===== src/rtl/writeback_stage.sv =====
// RV32I writeback stage: selects the writeback source, aligns and extends load data,
// and drives a registered single-cycle register-file write pulse plus a retire counter.
module writeback_stage #(
    parameter int DATA_WIDTH = 32,
    parameter int REG_COUNT  = 32,
    parameter int REG_SIZE   = $clog2(REG_COUNT),
    parameter int CNT_WIDTH  = 32
) (
    input  logic                  clk,
    input  logic                  rst,
    input  logic                  in_valid,
    output logic                  in_ready,
    input  logic                  in_reg_write,
    input  logic [REG_SIZE-1:0]   in_rd,
    input  logic [1:0]            in_wb_sel,
    input  logic [DATA_WIDTH-1:0] in_alu_result,
    input  logic [DATA_WIDTH-1:0] in_pc_plus4,
    input  logic [2:0]            in_funct3,
    input  logic                  mem_rvalid,
    input  logic [DATA_WIDTH-1:0] mem_rdata,
    output logic                  rf_wen,
    output logic [REG_SIZE-1:0]   rf_rd,
    output logic [DATA_WIDTH-1:0] rf_data,
    output logic                  fwd_valid,
    output logic [REG_SIZE-1:0]   fwd_rd,
    output logic [DATA_WIDTH-1:0] fwd_data,
    output logic                  load_err,
    output logic [CNT_WIDTH-1:0]  retire_cnt
);

    typedef enum logic {
        IDLE,
        WAIT_LOAD
    } state_e;

    state_e                state_q, state_d;
    logic                  rf_wen_q, rf_wen_d;
    logic [REG_SIZE-1:0]   rf_rd_q, rf_rd_d;
    logic [DATA_WIDTH-1:0] rf_data_q, rf_data_d;
    logic                  load_err_q, load_err_d;
    logic [CNT_WIDTH-1:0]  retire_cnt_q, retire_cnt_d;
    logic                  ld_wen_q, ld_wen_d;
    logic [REG_SIZE-1:0]   ld_rd_q, ld_rd_d;
    logic [2:0]            ld_funct3_q, ld_funct3_d;
    logic [1:0]            ld_addr_q, ld_addr_d;

    logic [7:0]            ld_byte;
    logic [15:0]           ld_half;
    logic [DATA_WIDTH-1:0] ld_value;
    logic                  ld_bad;

    // Field extraction for the captured load; ld_bad covers misalignment and unknown funct3.
    always_comb begin
        ld_byte  = mem_rdata[{ld_addr_q, 3'b000} +: 8];
        ld_half  = ld_addr_q[1] ? mem_rdata[31:16] : mem_rdata[15:0];
        ld_value = mem_rdata;
        ld_bad   = 1'b0;
        case (ld_funct3_q)
            3'b000:  ld_value = {{(DATA_WIDTH-8){ld_byte[7]}}, ld_byte};
            3'b100:  ld_value = {{(DATA_WIDTH-8){1'b0}}, ld_byte};
            3'b001: begin
                ld_value = {{(DATA_WIDTH-16){ld_half[15]}}, ld_half};
                ld_bad   = ld_addr_q[0];
            end
            3'b101: begin
                ld_value = {{(DATA_WIDTH-16){1'b0}}, ld_half};
                ld_bad   = ld_addr_q[0];
            end
            3'b010: begin
                ld_value = mem_rdata;
                ld_bad   = (ld_addr_q != 2'b00);
            end
            default: ld_bad = 1'b1;
        endcase
    end

    always_comb begin
        state_d      = state_q;
        rf_wen_d     = 1'b0;
        rf_rd_d      = rf_rd_q;
        rf_data_d    = rf_data_q;
        load_err_d   = 1'b0;
        retire_cnt_d = retire_cnt_q;
        ld_wen_d     = ld_wen_q;
        ld_rd_d      = ld_rd_q;
        ld_funct3_d  = ld_funct3_q;
        ld_addr_d    = ld_addr_q;
        case (state_q)
            IDLE: begin
                if (in_valid) begin
                    if (in_wb_sel == 2'b01) begin
                        ld_wen_d    = in_reg_write && (in_rd != '0);
                        ld_rd_d     = in_rd;
                        ld_funct3_d = in_funct3;
                        ld_addr_d   = in_alu_result[1:0];
                        state_d     = WAIT_LOAD;
                    end else begin
                        rf_wen_d     = in_reg_write && (in_rd != '0);
                        retire_cnt_d = retire_cnt_q + 1'b1;
                        if (rf_wen_d) begin
                            rf_rd_d   = in_rd;
                            rf_data_d = (in_wb_sel == 2'b10) ? in_pc_plus4 : in_alu_result;
                        end
                    end
                end
            end
            WAIT_LOAD: begin
                if (mem_rvalid) begin
                    retire_cnt_d = retire_cnt_q + 1'b1;
                    state_d      = IDLE;
                    if (ld_bad) begin
                        load_err_d = 1'b1;
                    end else if (ld_wen_q) begin
                        rf_wen_d  = 1'b1;
                        rf_rd_d   = ld_rd_q;
                        rf_data_d = ld_value;
                    end
                end
            end
            default: state_d = IDLE;
        endcase
    end

    always_ff @(posedge clk or posedge rst) begin
        if (rst) begin
            state_q      <= IDLE;
            rf_wen_q     <= 1'b0;
            rf_rd_q      <= '0;
            rf_data_q    <= '0;
            load_err_q   <= 1'b0;
            retire_cnt_q <= '0;
            ld_wen_q     <= 1'b0;
            ld_rd_q      <= '0;
            ld_funct3_q  <= '0;
            ld_addr_q    <= '0;
        end else begin
            state_q      <= state_d;
            rf_wen_q     <= rf_wen_d;
            rf_rd_q      <= rf_rd_d;
            rf_data_q    <= rf_data_d;
            load_err_q   <= load_err_d;
            retire_cnt_q <= retire_cnt_d;
            ld_wen_q     <= ld_wen_d;
            ld_rd_q      <= ld_rd_d;
            ld_funct3_q  <= ld_funct3_d;
            ld_addr_q    <= ld_addr_d;
        end
    end

    assign in_ready   = (state_q == IDLE);
    assign rf_wen     = rf_wen_q;
    assign rf_rd      = rf_rd_q;
    assign rf_data    = rf_data_q;
    assign fwd_valid  = rf_wen_q;
    assign fwd_rd     = rf_rd_q;
    assign fwd_data   = rf_data_q;
    assign load_err   = load_err_q;
    assign retire_cnt = retire_cnt_q;

endmodule

===== config.mk =====
export PLATFORM = sky130hd
export DESIGN_NAME = writeback_stage
export DESIGN_NICKNAME = d
export VERILOG_FILES = /design/src/rtl/writeback_stage.sv
export SDC_FILE = /design/constraint.sdc
export NUM_CORES = 1
export LEC_CHECK = 0
export CELL_PAD_IN_SITES_DETAIL_PLACEMENT = 1
export CELL_PAD_IN_SITES_GLOBAL_PLACEMENT = 1
export CORE_MARGIN = 2
export CORE_UTILIZATION = 31
export DETAILED_ROUTE_END_ITERATION = 6
export PLACE_DENSITY = 0.79
export SETUP_SLACK_MARGIN = 0.15
export SYNTH_ARGS = -nofsm -noshare
export SYNTH_HDL_FRONTEND = slang
export SYNTH_SLANG_ARGS = --single-unit

===== constraint.sdc =====
create_clock -name clk -period 3.65 [get_ports clk]
set_input_delay 0.73 -clock clk [delete_from_list [all_inputs] [get_ports clk]]
set_output_delay 0.73 -clock clk [all_outputs]
set_load 0.02 [all_outputs]

Yosys cells after proc, flatten, opt, wreduce, memory -nomap -nowiden --
Index checks and enable logic that the tools add are counted.
Word-level totals: register bits 83, latch bits 0, RAM bits 0, memory bits (read-only) 0, input port bits 111, output and inout port bits 110, logic and storage cells 69, memories kept 0
Operators by class: $add $sub $neg 1, multiply operators 0, div/mod/pow operators 0, order comparisons 0, eq/ne operators 12, shift-type cells 1, muxes and demuxes 35, bitwise gates (word level) 1, reduce and logical (&&, ||, !) cells 9
Operator list (number):
- $mux W32 | 10
- $pmux W32 S2 | 2
- $pmux W32 S4 | 1
- $add A32 B1 Y32 const B | 1
- $shiftx A32 B6 Y8 | 1
- $mux W5 | 6
- $mux W16 | 1
- $mux W1 | 11
- $pmux W5 S2 | 1
- $ne A2 B2 Y1 const B | 4
- $eq A3 B3 Y1 const B | 2
- $reduce_and A3 Y1 | 2
- $reduce_and A6 Y1 | 1
- $reduce_bool A5 Y1 | 1
- $ne A2 B1 Y1 const B | 2
- $pmux W1 S2 | 2
- $reduce_or A2 Y1 | 2
- $eq A3 B1 Y1 const B | 1
- $eq A3 B2 Y1 const B | 1
- $logic_not A3 Y1 | 1
- $pmux W1 S3 | 1
- $eq A2 B1 Y1 const B | 1
- $eq A2 B2 Y1 const B | 1
- $reduce_bool A2 Y1 | 1
- other kinds (2) | 2

Longest topological paths before layout --
depth after elaboration 6, gate-level depth with buffers 8, mapped depth without buffers 6

Least setup slack after synthesis --
OpenSTA, ideal clock, no wires.
path type input-to-reg, start input port in_rd[1], end register rf_data_q[8] (netlist: fwd_data[8]), library setup time 0.124 ns, arrival 2.021 ns, required time 3.526 ns, slack 1.505 ns, stages 6, buffers on the path 1, path through or4_1 -> o21ai_0 -> o21a_2 -> buf_2 -> nor3_1 -> a211o_1
Between the ends: cells in the longest elaborated chain, start to end 4
RTL lines:
- start: declaration | RTL line 14 | input logic [REG_SIZE-1:0] in_rd,
- $reduce_bool A5 Y1 | RTL line 98 | rf_wen_d = in_reg_write && (in_rd != '0);
- $logic_and A1 B1 Y1 | RTL line 98
- $ne A2 B1 Y1 (no line)
- $reduce_and A6 Y1 (no line)
- end signal: assignment | RTL line 140 | rf_data_q <= rf_data_d;
- end: declaration | RTL line 39 | logic [DATA_WIDTH-1:0] rf_data_q, rf_data_d;
Every way passes these cells. A chain may end at the register's enable or synchronous reset.

Final worst setup path --
start input port in_rd[1], end register rf_data_q[14] (netlist: fwd_data[14])
The elaborated chain is that of the path after synthesis.

==> results.json <==
{
  "status": "completed",
  "r2r_cells": 6,
  "synth_seq_cells": 83,
  "cts_hold_buffers": 0,
  "fin_tns_setup_ns": 0,
  "wire_per_inst_microns": 18.6,
  "ir_drop_mv": 0.223,
  "synth_top_cell_area_share": 0.417,
  "fin_cells": 927,
  "grt_overflow_total": 0,
  "synth-seq-area-share": 0.417,
  "powerDensity_nw_per_um2": 521,
  "synth_nets": 648,
  "tritoncts": "yes",
  "vias": 4551,
  "root_buffer": "clkbuf_16",
  "die-area_sq_um": 17100,
  "intPower_mw": 2.40,
  "dpl_cell_area_sq_um": 7090,
  "finalHoldViolCount": 0,
  "slew_viol_final": 0,
  "r2r_start": "ld_funct3_q[0]",
  "hold_end": "retire_cnt[31]",
  "io_pins": 221,
  "synth_cell_types": 44,
  "final_area_sq_um": 7380,
  "synth_common_cells": "91 x nand2_1, 83 x dfrtp_1, 63 x nor2_1",
  "path_max_fanout": 13,
  "dr.pass1.iters": 4,
  "layout_setup_ws_ns": 0.934,
  "drtIter0Drc": 204,
  "antenna_found_initial": 0,
  "max-cap-violations": 0,
  "globalplace.congestion": 0.845,
  "worstPathRequired_ns": 3.88,
  "clock_sinks": 83,
  "ant_nets": 0,
  "diodes": 0,
  "ys_warn_count": 0,
  "switchingPower_mw": 1.44,
  "fin_crit_sh": 0.744,
  "grt_pass1_vias": 4822,
  "clk_path_buf_depth": 2,
  "grt_max_degree": 38,
  "syn_area_per_cell_sq_um": 9.29,
  "fp.dieH_microns": 131,
  "clk_pin_slew_ns": 0.06,
  "cts_inserted_buffers": 9,
  "final_nets": 818,
  "yosysMostFrequentCell": "nand2_1",
  "start_kind": "input pin",
  "htreeDepth": 3,
  "combPwrFrac": 0.425,
  "worst_pin_slew_ns": 1.08,
  "dp_slack_ns": 0.567,
  "worstHoldPathType": "reg -> reg",
  "dieWidth_microns": 131,
  "port_buffers": 220,
  "syn_to_final_growth_pct": 48.2,
  "ys_async_sr_fraction": 1.00,
  "dp.cells": 911,
  "drive_gt1_frac": 0.0788,
  "grt_pass1_wl_mm": 26.3,
  "syn-instance-count": 536,
  "max_slew_margin": 0.280,
  "viasPerCell": 4.91,
  "insertion_delay_ns": 0.34,
  "critical_path_arrival_ns": 2.94,
  "track_usage": 0.201,
  "dp_hpwl_mm": 13.4,
  "fillers": 1806,
  "synth_ff_type": "dfrtp_1",
  "r2r_slack_ns": 1.26,
  "min-delay-start": "retire_cnt[31]",
  "fin_crit_ns": 2.72,
  "switching_share": 0.375,
  "finalSetupViolCount": 0,
  "synth_top_area_cell": "dfrtp_1",
  "fin_worst_skew_ns": 0.00705,
  "p_seq_frac": 0.344,
  "grt_setup_unrepaired": "false",
  "r2r-end": "fwd_data[14]",
  "core-area_sq_um": 15800,
  "worst-setup-path-type": "in -> reg",
  "power_leakage_nw": 3.03,
  "start_util": 0.316,
  "syn-cell-area_sq_um": 4980,
  "p_clk_frac": 0.231,
  "drt_wl_total_mm": 17.2,
  "synth.area.top_cells": "dfrtp_1 42%, nand2_1 6.9%, mux2i_1 6.0%, buf_4 5.9%, nor2_1 4.7%",
  "max_freq_mhz": 368,
  "rows": 46,
  "cts_setup_buffers": 0,
  "hold_depth": 1,
  "route.detailed.drc": 0,
  "cts_resized": 0,
  "cp-end-kind": "flip-flop",
  "synth-edff-count": 0
}
-- power groups by stage --
stage,Sequential [mW],Clock (mW),Combinational [mW]
2_1_floorplan,1.47,0,0.809
5_1_grt,1.36,0.938,1.75
6_report,1.32,0.887,1.63
3_5_place_dp,1.35,0,1.64
3_3_place_gp,1.33,0,1.61
4_1_cts,1.33,0.909,1.65
-- registers in the layout, indices dropped and copies added (netlist names) --
name,count
fwd_data,32
fwd_rd,5
fwd_valid,1
ld_addr_q,2
ld_funct3_q,3
ld_rd_q,5
ld_wen_q,1
load_err,1
retire_cnt,32
state_q,1
-- area by class of cell --
type,instances,area (sq um),share of cell area
multi-input combinational,367,2390,0.323
timing repair buffer,229,2290,0.311
sequential,83,2080,0.282
tap,216,270,0.0366
clock buffer,11,253,0.0342
inverter,16,61.3,0.00831
clock inverter,5,36.3,0.00492
-- worst max-delay path, stage by stage --
cell,delay [ns]
clkdlybuf4s50_1,0.45
or4_1,0.56
o21ai_0,0.25
o21a_2,0.35
buf_4,0.28
nor3_1,0.08
a211o_1,0.24
-- per-layer routing --
layer  part of all wire  routed length (microns)  vias to the layer above  track usage
met1               0.42                     7190                     2230        0.253
met5                  0                        0                        -            0
met3              0.062                     1070                       19       0.0419
met4              0.020                      341                        0       0.0713
li1                   -                        -                     2157            -
met2               0.50                     8600                      145        0.345
-- metrics by stage --
stage | util | hold slack, ns | total power, mW
6_report | 0.468 | 0.468 | 3.84
3_3_place_gp | 0.450 | 0.458 | 2.94
2_1_floorplan | - | 0.445 | 2.28
5_1_grt | 0.468 | 0.502 | 4.05
3_5_place_dp | 0.450 | 0.465 | 2.99
4_1_cts | 0.468 | 0.476 | 3.89
-- cell families (layout without fill, tap and decap cells) --
group                      after synthesis  in the layout  share of synthesized area
and+or+nand+nor                        211            211                      0.192
buffers and inverters                   86            261                      0.105
DFF                                     83             83                      0.417
AOI/OAI and AO/OA                       82             82                      0.141
muxes                                   42             42                     0.0879
xor gates and xnor gates                31             31                     0.0545
adders and majority gates                1              1                    0.00251
-- how the worst max path moves through the flow --
stage | cells past startpoint | slack, ns | to | from
finish | 7 | 0.93 | fwd_data[14] | in_rd[1]
detailed placement | 7 | 0.57 | fwd_data[14] | in_rd[1]
global route | 7 | 0.81 | fwd_data[14] | in_rd[1]
CTS | 7 | 0.94 | fwd_data[14] | in_rd[1]
global placement | 7 | 0.64 | fwd_data[14] | in_rd[1]
floorplan | 1 | 0.78 | fwd_data[0] | rst
-- layout by cell type (no fill, tap or decap), drive strengths merged, types with 15 or more instances in the layout --
cell type	instances
inv	16
clkdlybuf4s50	220
nor2	64
a221oi	15
nand2	91
dfrtp	83
o21ai	20
a2111oi	17
xnor2	19
mux2i	31
(Power assumes the default switching activity.)
